`src/rtl/switch_pkg.sv`:
```
// switch_pkg: default parameters and port-index width helper for param_switch
package switch_pkg;
  localparam int DEF_DATA_W    = 8;
  localparam int DEF_NUM_PORTS = 4;
  localparam int DEF_DEPTH     = 4;
  localparam bit DEF_BCAST_EN  = 1'b1;
  function automatic int port_w(input int n);
    return (n < 2) ? 1 : $clog2(n);
  endfunction
endpackage

```
`src/rtl/switch_port_fifo.sv`:
```
// switch_port_fifo: per-port FIFO; head is zeroed while empty, storage is never reset
module switch_port_fifo #(
  parameter int DATA_W = 8,
  parameter int DEPTH  = 4
) (
  input  logic              clk,
  input  logic              rst_n,
  input  logic              push,
  input  logic              pop_req,
  input  logic [DATA_W-1:0] din,
  output logic              valid,
  output logic [DATA_W-1:0] dout,
  output logic              full
);
  localparam int AW = $clog2(DEPTH);
  localparam int CW = AW + 1;
  logic [CW-1:0] count_q, count_d;
  logic [AW-1:0] rd_q, rd_d, wr_q, wr_d;
  logic [DATA_W-1:0] mem_q [DEPTH];
  logic pop;
  always_comb begin
    valid   = count_q != '0;
    full    = count_q == CW'(DEPTH);
    pop     = pop_req && valid;
    dout    = valid ? mem_q[rd_q] : '0;
    rd_d    = pop ? rd_q + 1'b1 : rd_q;
    wr_d    = push ? wr_q + 1'b1 : wr_q;
    count_d = (push && !pop) ? count_q + 1'b1 : (!push && pop) ? count_q - 1'b1 : count_q;
  end
  always_ff @(posedge clk or negedge rst_n) begin
    if (!rst_n) begin
      count_q <= '0;
      rd_q    <= '0;
      wr_q    <= '0;
    end else begin
      count_q <= count_d;
      rd_q    <= rd_d;
      wr_q    <= wr_d;
    end
  end
  always_ff @(posedge clk) begin
    if (push) mem_q[wr_q] <= din;
  end
endmodule

```
`src/rtl/param_switch.sv`:
```
// param_switch: routes input words to per-port FIFOs by index, or to all ports on broadcast
module param_switch
  import switch_pkg::*;
#(
  parameter  int DATA_W    = DEF_DATA_W,
  parameter  int NUM_PORTS = DEF_NUM_PORTS,
  parameter  int DEPTH     = DEF_DEPTH,
  parameter  bit BCAST_EN  = DEF_BCAST_EN,
  localparam int PORT_W    = port_w(NUM_PORTS)
) (
  input  logic                        clk,
  input  logic                        rst_n,
  input  logic                        ready_in,
  input  logic [DATA_W-1:0]           data_in,
  input  logic [PORT_W-1:0]           port_num,
  input  logic                        bcast_in,
  output logic                        in_ack,
  output logic [NUM_PORTS-1:0]        ready_out,
  input  logic [NUM_PORTS-1:0]        out_ack,
  output logic [NUM_PORTS*DATA_W-1:0] data_out,
  output logic [NUM_PORTS-1:0]        fifo_full
);
  localparam logic [PORT_W:0] NP = NUM_PORTS[PORT_W:0];
  logic bcast_eff, in_range, uni_ok, bc_ok;
  always_comb begin
    bcast_eff = BCAST_EN && bcast_in;
    in_range  = {1'b0, port_num} < NP;
    uni_ok    = ready_in && !bcast_eff && in_range && !fifo_full[port_num];
    bc_ok     = ready_in && bcast_eff && !(|fifo_full);
    in_ack    = rst_n && (uni_ok || bc_ok);
  end
  for (genvar i = 0; i < NUM_PORTS; i++) begin : g_port
    switch_port_fifo #(.DATA_W(DATA_W), .DEPTH(DEPTH)) u_fifo (
      .clk    (clk),
      .rst_n  (rst_n),
      .push   (in_ack && (bcast_eff || port_num == PORT_W'(i))),
      .pop_req(out_ack[i]),
      .din    (data_in),
      .valid  (ready_out[i]),
      .dout   (data_out[i*DATA_W +: DATA_W]),
      .full   (fifo_full[i])
    );
  end
endmodule

```
`config.mk`:
```
export PLATFORM = sky130hd
export DESIGN_NAME = param_switch
export DESIGN_NICKNAME = d
export VERILOG_FILES = /design/src/rtl/switch_pkg.sv /design/src/rtl/switch_port_fifo.sv /design/src/rtl/param_switch.sv
export SDC_FILE = /design/constraint.sdc
export NUM_CORES = 1
export LEC_CHECK = 0
export BUFFER_PORTS_ARGS = -buffer_cell sky130_fd_sc_hd__buf_2
export CAP_MARGIN = 0
export CORE_ASPECT_RATIO = 1.2
export CORE_MARGIN = 1.5
export CORE_UTILIZATION = 64
export DETAILED_ROUTE_END_ITERATION = 8
export GPL_TIMING_DRIVEN = 0
export MAX_ROUTING_LAYER = met4
export PLACE_DENSITY = 0.91
export SETUP_SLACK_MARGIN = 0.02
export SLEW_MARGIN = 15
export SYNTH_ARGS = -nofsm -noshare
export SYNTH_HDL_FRONTEND = slang
export SYNTH_SLANG_ARGS = --single-unit
```
`constraint.sdc`:
```
create_clock -name clk -period 6.71 [get_ports clk]
set_input_delay 0.671 -clock clk [delete_from_list [all_inputs] [get_ports clk]]
set_output_delay 0.671 -clock clk [all_outputs]
set_load 0.02 [all_outputs]
```
* After elaboration in Yosys (flattened, before gate mapping)
Memory sizes are Yosys's and may differ from the RTL's. Index checks and enable logic that the tools add are counted.
Word-level totals: bits in registers 28, RAM bits 128, output and inout bits 41, word-level logic and storage cells 109, memories kept 4
Memory list:
- g_port[0].u_fifo.mem_q | depth 4, width 8, read ports 1, clocked after memory_dff 0, wr ports 1, RTL line switch_port_fifo.sv:19 | logic [DATA_W-1:0] mem_q [DEPTH];
- g_port[1].u_fifo.mem_q | depth 4, width 8, read ports 1, clocked after memory_dff 0, wr ports 1, RTL line switch_port_fifo.sv:19
- g_port[2].u_fifo.mem_q | depth 4, width 8, read ports 1, clocked after memory_dff 0, wr ports 1, RTL line switch_port_fifo.sv:19
- g_port[3].u_fifo.mem_q | depth 4, width 8, read ports 1, clocked after memory_dff 0, wr ports 1, RTL line switch_port_fifo.sv:19
Operators by class: add/subtract/negate cells 16, $lt $le $gt $ge 1, eq/ne operators 7, multiplexer cells 22, reductions and logical operators 47
Operators by type and width (count):
- $mux W8 | 4
- $mux W3 | 8
- $logic_and A1 B1 Y1 | 21
- $add A2 B1 Y2 const B | 8
- $add A3 B1 Y3 const B | 4
- $eq A3 B3 Y1 const B | 4
- $reduce_bool A3 Y1 | 4
- $sub A3 B1 Y3 const B | 4
- $logic_not A1 Y1 | 11
- $mux W1 | 9
- $reduce_bool A2 Y1 | 4
- $logic_or A1 B1 Y1 | 5
- $eq A2 B2 Y1 const B | 2
- $reduce_or A4 Y1 | 1
- $lt A2 B3 Y1 const B | 1
- $bmux W1 S2 | 1
- $eq A2 B1 Y1 const B | 1
- $logic_not A2 Y1 | 1

* Longest topological paths before layout
Gate-level depths: netlist of the first run.
depth in word-level cells 12, gate-level depth with buffers 10, mapped depth without buffers 10

* By module
Synthesis of the first run repeated with hierarchy kept, for this count alone.
Unflattened totals: cells, all modules 359, area total of the unflattened synthesis 6591.3 um2
Modules (own cells, without submodules):
- switch_port_fifo | times used 4, cells an instance 85, area an instance 1616.6 um2
- param_switch | times used 1, cells an instance 19, area an instance 125.1 um2

* Worst setup path before layout of the first run
OpenSTA, ideal clock, no wires.
path kind input-to-reg, start point input port port_num[1], end point register g_port[3].u_fifo.count_q[2], data arrival time 2.565 ns, data required time 6.631 ns, slack 4.066 ns, stages on the path 10, path buffers 0, cells stage by stage and2b_1 -> o21ai_1 -> nand4b_4 -> nor3b_4 -> ha_1 -> inv_1 -> fa_1 -> xor2_1 -> nor2_1 -> xor2_1
Between the ends: cells in the longest elaborated chain, start to end 10
Ends and longest elaborated chain:
- start, declared | RTL line param_switch.sv:15 | input logic [PORT_W-1:0] port_num,
- $bmux W1 S2 | RTL line param_switch.sv:28 | uni_ok = ready_in && !bcast_eff && in_range && !fifo_full[port_num];
- $mux W1 (not written as such) | RTL line param_switch.sv:28
- $logic_not A1 Y1 | RTL line param_switch.sv:28
- $logic_and A1 B1 Y1 | RTL line param_switch.sv:28
- $logic_or A1 B1 Y1 | RTL line param_switch.sv:30 | in_ack = rst_n && (uni_ok || bc_ok);
- $logic_and A1 B1 Y1 | RTL line param_switch.sv:30
- $logic_and A1 B1 Y1 (*) | RTL line param_switch.sv:36 | .push (in_ack && (bcast_eff || port_num == PORT_W'(i))),
- via g_port[3].u_fifo.push | RTL line switch_port_fifo.sv:8 | input logic push,
- $logic_not A1 Y1 | RTL line switch_port_fifo.sv:28 | count_d = (push && !pop) ? count_q + 1'b1 : (!push && pop) ? count_q - 1'b1 : count_q;
- $logic_and A1 B1 Y1 | RTL line switch_port_fifo.sv:28
- $reduce_bool A2 Y1 (no source line)
- end signal, assigned | RTL line switch_port_fifo.sv:36 | count_q <= count_d;
- end, declared | RTL line switch_port_fifo.sv:17 | logic [CW-1:0] count_q, count_d;
Mark *: on every way through the listed nets, which the timed path passes. The rest lies on a longest branch. The select of a mux whose other input is x is not followed. A chain may end at the register's enable or synchronous reset.

* Final worst setup path of the first run
start point input port rst_n, end point register g_port[3].u_fifo.count_q[2]
Between the ends: cells in the longest elaborated chain, start to end 5
Ends and longest elaborated chain:
- start, declared | RTL line param_switch.sv:12 | input logic rst_n,
- $logic_and A1 B1 Y1 (*) | RTL line param_switch.sv:30
- $logic_and A1 B1 Y1 (*) | RTL line param_switch.sv:36
- via g_port[3].u_fifo.push | RTL line switch_port_fifo.sv:8
- $logic_not A1 Y1 | RTL line switch_port_fifo.sv:28
- $logic_and A1 B1 Y1 | RTL line switch_port_fifo.sv:28
- $reduce_bool A2 Y1 (no source line)
Mark *: on every way through the listed nets, which the timed path passes. The rest lies on a longest branch.

==> results of run 1 <==
-- registers in the layout (all words and copies together) (netlist names) --
name                   flops
g_port.u_fifo.count_q     12
g_port.u_fifo.wr_q         8
g_port.u_fifo.rd_q         8
g_port.u_fifo.mem_q      128
-- per-stage QoR --
stage               total power (uW)  hold slack [ns]  cell area, um2  instances
CTS                             3438           0.3000            7642        578
finish                          3410           0.2903            7642        578
global placement                2443           0.4617            7074        546
detailed placement              2506           0.4765            7074        546
floorplan                       2176           0.3754            6626        362
global route                    3580           0.3406            7642        578
-- synthesized netlist by cell type, drive strengths merged (4+ instances only) --
cell / instances
fa: 4
xor2: 8
nand2: 5
a21oi: 4
edfxtp: 128
nor3b: 5
mux4: 32
xnor2: 16
dfrtp: 28
ha: 20
inv: 12
or3: 5
and2: 48
buf: 12
mux2: 8
nand3: 4
clkbuf: 8
nor2: 5
-- metal layers --
| layer | track usage | vias up |
|---|---|---|
| met5 | - | - |
| met4 | 0.1157 | 0 |
| met3 | 0.07105 | 23 |
| met2 | 0.3765 | 150 |
| met1 | 0.3315 | 1685 |
| li1 | - | 1494 |
-- worst max-delay path: cells and delay by family --
kind	cells	cell delay, ns
simple gates	4	0.93
fa+ha+maj	2	0.64
buf+inv	2	0.60
xor+xnor	2	0.35
-- worst max path at each step --
stage          cells after the start  slack (ns)                     endpoint   startpoint
2_1_floorplan                     10        4.07  g_port[3].u_fifo.count_q[2]  port_num[1]
3_3_place_gp                      10        3.58  g_port[3].u_fifo.count_q[2]        rst_n
3_5_place_dp                      10        3.39  g_port[3].u_fifo.count_q[2]        rst_n
4_1_cts                           10        3.82  g_port[3].u_fifo.count_q[2]        rst_n
6_report                          10        3.85  g_port[3].u_fifo.count_q[2]        rst_n
5_1_grt                           10        3.56  g_port[3].u_fifo.count_q[2]        rst_n
-- layout make-up --
| class | count | area (um2) |
|---|---|---|
| Timing Repair Buffer | 58 | 290.3 |
| Clock buffer | 17 | 425.4 |
| Fill cell | 535 | 2417 |
| Inverter | 12 | 45.04 |
| Tap cell | 126 | 157.7 |
| Multi-Input combinational cell | 174 | 1927 |
| Buffer | 20 | 110.1 |
| Clock inverter | 15 | 142.6 |
| Sequential cell | 156 | 4544 |
-- cell families (layout without fill, tap and decap cells) --
kind of cell / Yosys count / in the layout
muxes: 40 / 40
adders and majority gates: 24 / 24
buffers and inverters: 32 / 122
xor gates and xnor gates: 24 / 24
AOI/OAI and AO/OA: 8 / 8
and+or+nand+nor: 78 / 78
DFF: 156 / 156
-- where the power goes --
group,switching [uW],internal (uW),leakage (uW)
logic,663,550,0.00106
registers,92.8,1200,0.00148
clock network,393,516,0.000268
total,1150,2260,0.00281
==> metrics, run 1 <==
worst reg2reg endpoint g_port[0].u_fifo.count_q[1]; library cells used by synthesis 33; largest net degree at the start of global routing 30; Mapped Area 6626 um2; post-place setup slack 3.385 ns; worst slew pin tran 0.6845 ns; Routed WL 12.02 mm; first-pass GRT wire length 18.62 mm; Slew Limit Headroom 0.5427; vias in the first global route 3492; Setup Crit Path Kind primary input to flip-flop; Core Util, Final 0.7597; peak supply drop 0.0003074 V; Starting Density 0.6587; clock buffer depth 2; largest family of logic cells by synthesized area multiplexers; critical path launch point type primary input; Seq/Total Area, Yosys 0.6858; setup_tns 0 ns; FFs w/ async S/R, synth 0.1795; # DRC 0; Synth Flop Type edfxtp_1; status completed; top cells by area, synth edfxtp_1 (58%), mux4_2 (11%), dfrtp_1 (11%); full die area 10980 um2; Gate Count Post-Synth 362; number of port buffers 58; Crit path largest cell delay 0.53 ns; Synth Area in XOR/XNOR 0.03172; adder-cell share of the synthesized area 0.04985; Worst Skew 0.006915 ns; share of Yosys cell area claimed by the top area cell type 0.5801; Worst Hold Class primary input to asynchronous set/reset pin; Hold Buf Count CTS 0; max-cap violation count 0; DRT Pass-1 Iters 5; RSZ-0062 raised after global routing no; Worst-path clk slew 0.06 ns; flop2flop setup slack 3.92 ns; final hold violations 0; syn nets 404; Final Worst Setup Slack 3.848 ns; DR WL met3 762 um; worst skew pair latency 0.42 ns; Worst Path Required 7.04 ns; DPL Wire Length 7.234 mm; core area 10060 um2; Syn Area/Cell 18.30 um2; Synth area leader edfxtp_1; final net count 481; Compound-Gate Fraction of Synth Area 0.009441; CP max-delay cell buf_2; Critical R2R Launch g_port[0].u_fifo.count_q[0]; Root Driver clkbuf_16; simple-gate portion of the synthesized area 0.07685; row count 40; TritonCTS buffer count 17; initial drt markers 377; top sig layer met4; gpl congestion 0.7315; R2R depth 8; Routed WL per cell 20.79 um; Pleak 0.002812 uW; H-tree depth 4; Total GRT Usage 0.2545; final slew viol count 0; endpoints failing setup 0; CTS tree done; crit path cell chain buf_2 > nand2_1 > nand4b_4 > nor3b_4 > ha_1 > inv_1 > fa_1 > xor2_1 > nor2_1 > xor2_1; flops & latches, synth 156; WL met2 6.166 mm; initial antenna violation count 0; layout cell share with drive strength beyond 1 0.3363; most common cell after layout, fill and taps aside edfxtp_1; Power Density 446.3 nW/um2; wire length on met1 4.774 mm; worst-path maximum fanout 29; CP endpoint kind flip-flop; Area Growth Syn to Fin 15.33%; via count 3352; Post-synth EDFFs 128; Max Freq 349.4 MHz; Die Height 114.5 um; Overflow after GRT 0; commonest cells after routing, fill and taps aside edfxtp_1 (128), buf_2 (62), and2_1 (44); post-CTS sizing 0; Yosys Warn Count 0; post-layout min period 2.862 ns; Die X-Extent 95.89 um; Vias/cell 5.799; # Post-CTS Setup Buffers 0; I/O pin cnt 59; n_diodes 0; CTS sink cnt 156; Final period util 0.4266; CP most frequent cell xor2_1; proportion of synthesized area in mux cells 0.1229; CP Data Arrival Time 3.20 ns; number of routed nets with antenna violations 0
Note: power is estimated with default switching activity, not from simulation.
==> inputs of run 2 (changes only) <==
--- a/config.mk
+++ b/config.mk
@@ -9,11 +9,11 @@
 export CAP_MARGIN = 0
 export CORE_ASPECT_RATIO = 1.2
 export CORE_MARGIN = 1.5
-export CORE_UTILIZATION = 64
+export CORE_UTILIZATION = 59
 export DETAILED_ROUTE_END_ITERATION = 8
 export GPL_TIMING_DRIVEN = 0
 export MAX_ROUTING_LAYER = met4
-export PLACE_DENSITY = 0.91
+export PLACE_DENSITY = 0.85
 export SETUP_SLACK_MARGIN = 0.02
 export SLEW_MARGIN = 15
 export SYNTH_ARGS = -nofsm -noshare
==> constraint.sdc (replaced) <==
create_clock -name clk -period 2.8 [get_ports clk]
set_input_delay 0.28 -clock clk [delete_from_list [all_inputs] [get_ports clk]]
set_output_delay 0.28 -clock clk [all_outputs]
set_load 0.02 [all_outputs]
==> run 2 against run 1 <==
  * Global-route usage decreased by 2.6 points
  * Final area increased by 1.5%
  * Largest power group unchanged
  * Wire length decreased by 1.0%
  * Clock power increased to 2.7 times the previous value
  * Combinational power increased by 140%
  * Critical endpoint unchanged
  * Sequential share of layout area decreased by 0.86 points
  * Via count decreased by 1.8%
  * Total power increased by 150%
  * Hold slack got worse by 0.13 ns
==> metrics, run 2 (synthesis results as in run 1) <==
final hold violations 0 (unchanged); peak supply drop 0.0007112 V (was 0.0003074 V); layout cell share with drive strength beyond 1 0.3348 (was 0.3363); # Post-CTS Setup Buffers 0 (unchanged); post-layout min period 2.581 ns; first-pass GRT wire length 18.78 mm (was 18.62 mm); Root Driver clkbuf_16 (unchanged); Worst Skew 0.007476 ns (was 0.006915 ns); via count 3292 (was 3352); initial antenna violation count 0 (unchanged); number of routed nets with antenna violations 0 (unchanged); Largest regs g_port.u_fifo.mem_q (128), g_port.u_fifo.count_q (12) (unchanged); number of flip-flops in the largest register 128 (unchanged); full die area 11880 um2 (was 10980 um2); Die Height 119.1 um (was 114.5 um); CP Data Arrival Time 2.91 ns (was 3.20 ns); largest reg by FF count g_port.u_fifo.mem_q (unchanged); hold worst-path end g_port[1].u_fifo.rd_q[1]; H-tree depth 4 (unchanged); n_diodes 0 (unchanged); status completed (unchanged); Routed WL 11.89 mm (was 12.02 mm); R2R depth 10 (was 8); Routed WL per cell 20.29 um (was 20.79 um); max-cap violation count 0 (unchanged); Area Growth Syn to Fin 17.03% (was 15.33%); worst skew pair latency 0.42 ns (about the same); CP endpoint kind flip-flop (unchanged); Worst Path Required 3.13 ns (was 7.04 ns); most common cell after layout, fill and taps aside edfxtp_1 (unchanged); TritonCTS buffer count 17 (unchanged); core area 10980 um2 (was 10060 um2); vias in the first global route 3484 (was 3492); DRT Pass-1 Iters 4 (was 5); Core Util, Final 0.7061 (was 0.7597); RSZ-0062 raised after global routing no (unchanged); Overflow after GRT 0 (unchanged); Slew Limit Headroom 0.6201 (was 0.5427); final net count 483 (was 481); worst hold slack 0.1640 ns (was 0.2903 ns); CTS sink cnt 156 (unchanged); setup_tns 0 ns (unchanged); endpoints failing setup 0 (unchanged); worst slew pin tran 0.5699 ns (was 0.6845 ns); overall power 8442 uW (was 3410 uW); final slew viol count 0 (unchanged); I/O pin cnt 59 (unchanged); gpl congestion 0.7255 (was 0.7315); Starting Density 0.6033 (was 0.6587); commonest cells after routing, fill and taps aside edfxtp_1 (128), buf_2 (62), and2_1 (44) (unchanged); Final period util 0.9219; row count 42 (was 40); # DRC 0 (unchanged); Pleak 0.002861 uW (was 0.002812 uW); Critical R2R Launch g_port[0].u_fifo.count_q[2] (was g_port[0].u_fifo.count_q[0]); largest net degree at the start of global routing 29 (was 30); flop2flop setup slack 0.22 ns (was 3.92 ns); Worst Hold Class primary input to flip-flop (was primary input to asynchronous set/reset pin); CTS tree done (unchanged); placed cells 552 (was 546); Die X-Extent 99.75 um (was 95.89 um); Worst-path clk slew 0.06 ns (about the same); number of port buffers 58 (unchanged); DPL Wire Length 7.395 mm (was 7.234 mm); Power Density 1089 nW/um2 (was 446.3 nW/um2); critical path launch point type flip-flop (was primary input); worst-path maximum fanout 7 (was 29); initial drt markers 216 (was 377); Total GRT Usage 0.2290 (was 0.2545); Setup Crit Path Kind flip-flop to flip-flop (was primary input to flip-flop); clock buffer depth 2 (unchanged); hold_sp out_ack[1]; worst reg2reg endpoint g_port[3].u_fifo.count_q[2] (was g_port[0].u_fifo.count_q[1]); Worst Hold Path Cells 3; non-filler instance count after layout 586 (was 578); Vias/cell 5.618 (was 5.799); Max Freq 387.4 MHz
==> run 2: critical path, cell delays in order (launching register included) <==
cell      delay (ns)
dfrtp_1         0.41
nor3b_2         0.21
o21ai_1         0.15
nand4b_4        0.20
nor3b_4         0.37
ha_1            0.25
inv_1           0.06
fa_1            0.38
xor2_1          0.17
nor2_1          0.13
xor2_1          0.18
==> run 2: layout make-up <==
class / count / area (um2)
fill: 627 / 3228
buffer: 20 / 110.1
sequential: 156 / 4544
inverter: 12 / 45.04
tap: 132 / 165.2
timing repair buffer: 60 / 320.3
multi-input combinational: 174 / 1937
clock buffer: 20 / 436.7
clock inverter: 12 / 196.4
==> run 2: timing repair <==
| action | CTS | global route |
|---|---|---|
| setup endpoints to repair | 0 | 2 |
| endpoints found under the hold margin | 28 | 0 |
| hold buffers | 2 | 0 |
| resized for setup | 0 | 2 |
==> run 2: stage by stage <==
stage	setup slack [ns]	area, um2
floorplan	0.5409	6626
global placement	0.04270	7082
detailed placement	-0.05184	7082
CTS	0.07417	7745
global route	0.04940	7755
finish	0.2187	7755
==> run 2: how the worst max path moves through the flow <==
stage,startpoint,endpoint,depth (start not counted)
after floorplan,g_port[1].u_fifo.count_q[2],g_port[3].u_fifo.count_q[2],10
after detailed placement,rst_n,g_port[3].u_fifo.count_q[2],10
final,g_port[0].u_fifo.count_q[2],g_port[3].u_fifo.count_q[2],10
after global routing,g_port[0].u_fifo.count_q[2],g_port[3].u_fifo.count_q[2],10
after CTS,g_port[1].u_fifo.count_q[1],g_port[0].u_fifo.count_q[1],8
after global placement,rst_n,g_port[3].u_fifo.count_q[2],10
==> run 2: power by group <==
part	switching [uW]	total (uW)	internal, uW	leakage (uW)
clock	869	2450	1580	0.000300
sequential	217	3080	2870	0.00148
combinational	1580	2910	1330	0.00108
==> run 2: per-layer routing <==
metal / GRT usage / vias up / wire length (um)
met5: - / - / 0
met4: 0.1136 / 0 / 404
met3: 0.05340 / 24 / 465
met2: 0.3665 / 94 / 6185
met1: 0.2746 / 1671 / 4837
li1: - / 1503 / -
==> inputs of run 3 (changes only) <==
--- a/config.mk
+++ b/config.mk
@@ -7,13 +7,15 @@
 export LEC_CHECK = 0
 export BUFFER_PORTS_ARGS = -buffer_cell sky130_fd_sc_hd__buf_2
 export CAP_MARGIN = 0
+export CELL_PAD_IN_SITES_DETAIL_PLACEMENT = 1
+export CELL_PAD_IN_SITES_GLOBAL_PLACEMENT = 2
 export CORE_ASPECT_RATIO = 1.2
 export CORE_MARGIN = 1.5
-export CORE_UTILIZATION = 59
+export CORE_UTILIZATION = 47
+export CTS_BUF_LIST = sky130_fd_sc_hd__clkbuf_8
 export DETAILED_ROUTE_END_ITERATION = 8
-export GPL_TIMING_DRIVEN = 0
 export MAX_ROUTING_LAYER = met4
-export PLACE_DENSITY = 0.85
+export PLACE_DENSITY = 0.88
 export SETUP_SLACK_MARGIN = 0.02
 export SLEW_MARGIN = 15
 export SYNTH_ARGS = -nofsm -noshare
==> run 3 against run 2 <==
  * Combinational power decreased by 12%
  * Hold slack got worse by 0.017 ns
  * Core utilization decreased by 16 points
  * Sequential share of layout area increased by 2.4 points
  * Cell count increased by 3.6%
  * Via count decreased by 1.5%
  * Clock skew increased by 0.0029 ns
  * Non-clock buffer count decreased by 18
  * Critical path depth decreased by 2
  * Largest cell class unchanged
==> metrics, run 3 (synthesis results as in run 1) <==
status completed (unchanged); row count 47 (was 42); DPL Wire Length 8.559 mm (was 7.395 mm); final net count 465 (was 483); Vias/cell 5.344 (was 5.618); Critical R2R Launch g_port[0].u_fifo.count_q[1] (was g_port[0].u_fifo.count_q[2]); non-filler instance count after layout 607 (was 586); Worst Path Required 3.12 ns (was 3.13 ns); Die Height 133.1 um (was 119.1 um); critical path launch point type flip-flop (unchanged); endpoints failing setup 0 (unchanged); placed cells 574 (was 552); # DRC 0 (unchanged); largest reg by FF count g_port.u_fifo.mem_q (unchanged); clock buffer depth 2 (unchanged); # Post-CTS Setup Buffers 0 (unchanged); H-tree depth 4 (unchanged); CP Data Arrival Time 2.88 ns (was 2.91 ns); Total GRT Usage 0.1878 (was 0.2290); number of routed nets with antenna violations 0 (unchanged); I/O pin cnt 59 (unchanged); max-cap violation count 0 (unchanged); final slew viol count 0 (unchanged); layout cell share with drive strength beyond 1 0.3257 (was 0.3348); Die X-Extent 111.4 um (was 99.75 um); Power Density 1012 nW/um2 (was 1089 nW/um2); initial antenna violation count 0 (unchanged); worst skew pair latency 0.43 ns (was 0.42 ns); Setup Crit Path Kind flip-flop to flip-flop (unchanged); Area Growth Syn to Fin 12.50% (was 17.03%); n_diodes 0 (unchanged); Pleak 0.002700 uW (was 0.002861 uW); vias in the first global route 3499 (was 3484); Routed WL per cell 20.76 um (was 20.29 um); DR WL met3 331 um (was 465 um); Starting Density 0.4815 (was 0.6033); Root Driver clkbuf_8 (was clkbuf_16); CTS sink cnt 156 (unchanged); number of flip-flops in the largest register 128 (unchanged); worst-path maximum fanout 7 (unchanged); peak supply drop 0.0004366 V (was 0.0007112 V); Worst-path clk slew 0.08 ns (was 0.06 ns); DRT Pass-1 Iters 4 (unchanged); post-layout min period 2.565 ns (was 2.581 ns); hold worst-path end g_port[1].u_fifo.rd_q[1] (unchanged); flop2flop setup slack 0.24 ns (was 0.22 ns); final hold violations 0 (unchanged); Max Freq 389.9 MHz (was 387.4 MHz); number of port buffers 58 (unchanged); top sig layer met4 (unchanged); Largest regs g_port.u_fifo.mem_q (128), g_port.u_fifo.count_q (12) (unchanged); core area 13760 um2 (was 10980 um2); Slew Limit Headroom 0.5961 (was 0.6201); Routed WL 12.60 mm (was 11.89 mm); Worst Skew 0.01040 ns (was 0.007476 ns); Final Cell Area 7455 um2 (was 7755 um2); CTS tree done (unchanged); Worst Hold Path Cells 3 (unchanged); RSZ-0062 raised after global routing no (unchanged); Overflow after GRT 0 (unchanged); Worst Hold Class primary input to flip-flop (unchanged); via count 3244 (was 3292); TritonCTS buffer count 17 (unchanged); worst slew pin tran 0.6058 ns (was 0.5699 ns); worst reg2reg endpoint g_port[2].u_fifo.count_q[1] (was g_port[3].u_fifo.count_q[2]); hold_sp out_ack[1] (unchanged); WL met2 6.753 mm (was 6.185 mm); gpl congestion 0.7172 (was 0.7255); post-CTS sizing 0 (unchanged); first-pass GRT wire length 19.88 mm (was 18.78 mm); initial drt markers 108 (was 216); commonest cells after routing, fill and taps aside edfxtp_1 (128), buf_2 (58), and2_1 (44) (was edfxtp_1 (128), buf_2 (62), and2_1 (44)); full die area 14820 um2 (was 11880 um2); largest net degree at the start of global routing 29 (unchanged); DP Area 7043 um2 (was 7082 um2); R2R depth 8 (was 10); wire length on met1 5.271 mm (was 4.837 mm); Final period util 0.9160 (was 0.9219); CP endpoint kind flip-flop (unchanged); setup_tns 0 ns (unchanged); most common cell after layout, fill and taps aside edfxtp_1 (unchanged)
==> run 3: where the power goes <==
| part | leakage [uW] | internal [uW] | switching, uW |
|---|---|---|---|
| logic | 0.00102 | 1230 | 1330 |
| clock network | 0.000201 | 846 | 829 |
| registers | 0.00148 | 2860 | 462 |
| total | 0.00270 | 4930 | 2620 |
==> run 3: area by class of cell <==
type,count,area [um2]
Fill cell,1302,6306
Sequential cell,156,4544
Multi-Input combinational cell,174,1927
Timing Repair Buffer,62,322.8
Clock buffer,19,261.5
Tap cell,171,214.0
Clock inverter,13,140.1
Inverter,12,45.04
==> run 3: per-layer routing <==
metal,vias to the layer above,track usage
met1,1703,0.2319
met3,14,0.03298
li1,1465,-
met2,62,0.3125
met4,0,0.07032
met5,-,-
==> run 3: worst max-delay path by stage <==
stage | start | end | cells past startpoint
after floorplan | g_port[1].u_fifo.count_q[2] | g_port[3].u_fifo.count_q[2] | 10
after global placement | port_num[1] | g_port[2].u_fifo.count_q[2] | 11
after detailed placement | port_num[1] | g_port[0].u_fifo.count_q[2] | 11
after CTS | g_port[0].u_fifo.count_q[1] | g_port[2].u_fifo.count_q[1] | 8
after global routing | g_port[0].u_fifo.count_q[2] | g_port[0].u_fifo.count_q[2] | 10
final | g_port[0].u_fifo.count_q[1] | g_port[2].u_fifo.count_q[1] | 8
==> run 3: through the flow <==
stage | utilization | setup WS (ns) | power (uW) | hold slack [ns]
floorplan | - | 0.5409 | 5215 | -0.01559
global placement | 0.5118 | 0.3770 | 5822 | 0.3706
detailed placement | 0.5118 | 0.2198 | 5978 | 0.3791
CTS | 0.5417 | 0.2471 | 7647 | 0.1307
global route | 0.5417 | 0.09499 | 7963 | 0.1374
finish | 0.5417 | 0.2352 | 7545 | 0.1466
==> run 3: what timing repair did <==
action	in CTS	in global routing
hold buffers	1	0
endpoints found under the hold margin	28	0
setup endpoints to repair	0	0
==> run 3: critical path, cell delays in order (launching register included) <==
cell and delay, ns:
dfrtp_1 0.43, nor3b_1 0.50, o21ai_1 0.21, nand4b_4 0.21
a21oi_2 0.10, ha_1 0.23, inv_1 0.08, fa_1 0.42
mux2_2 0.27
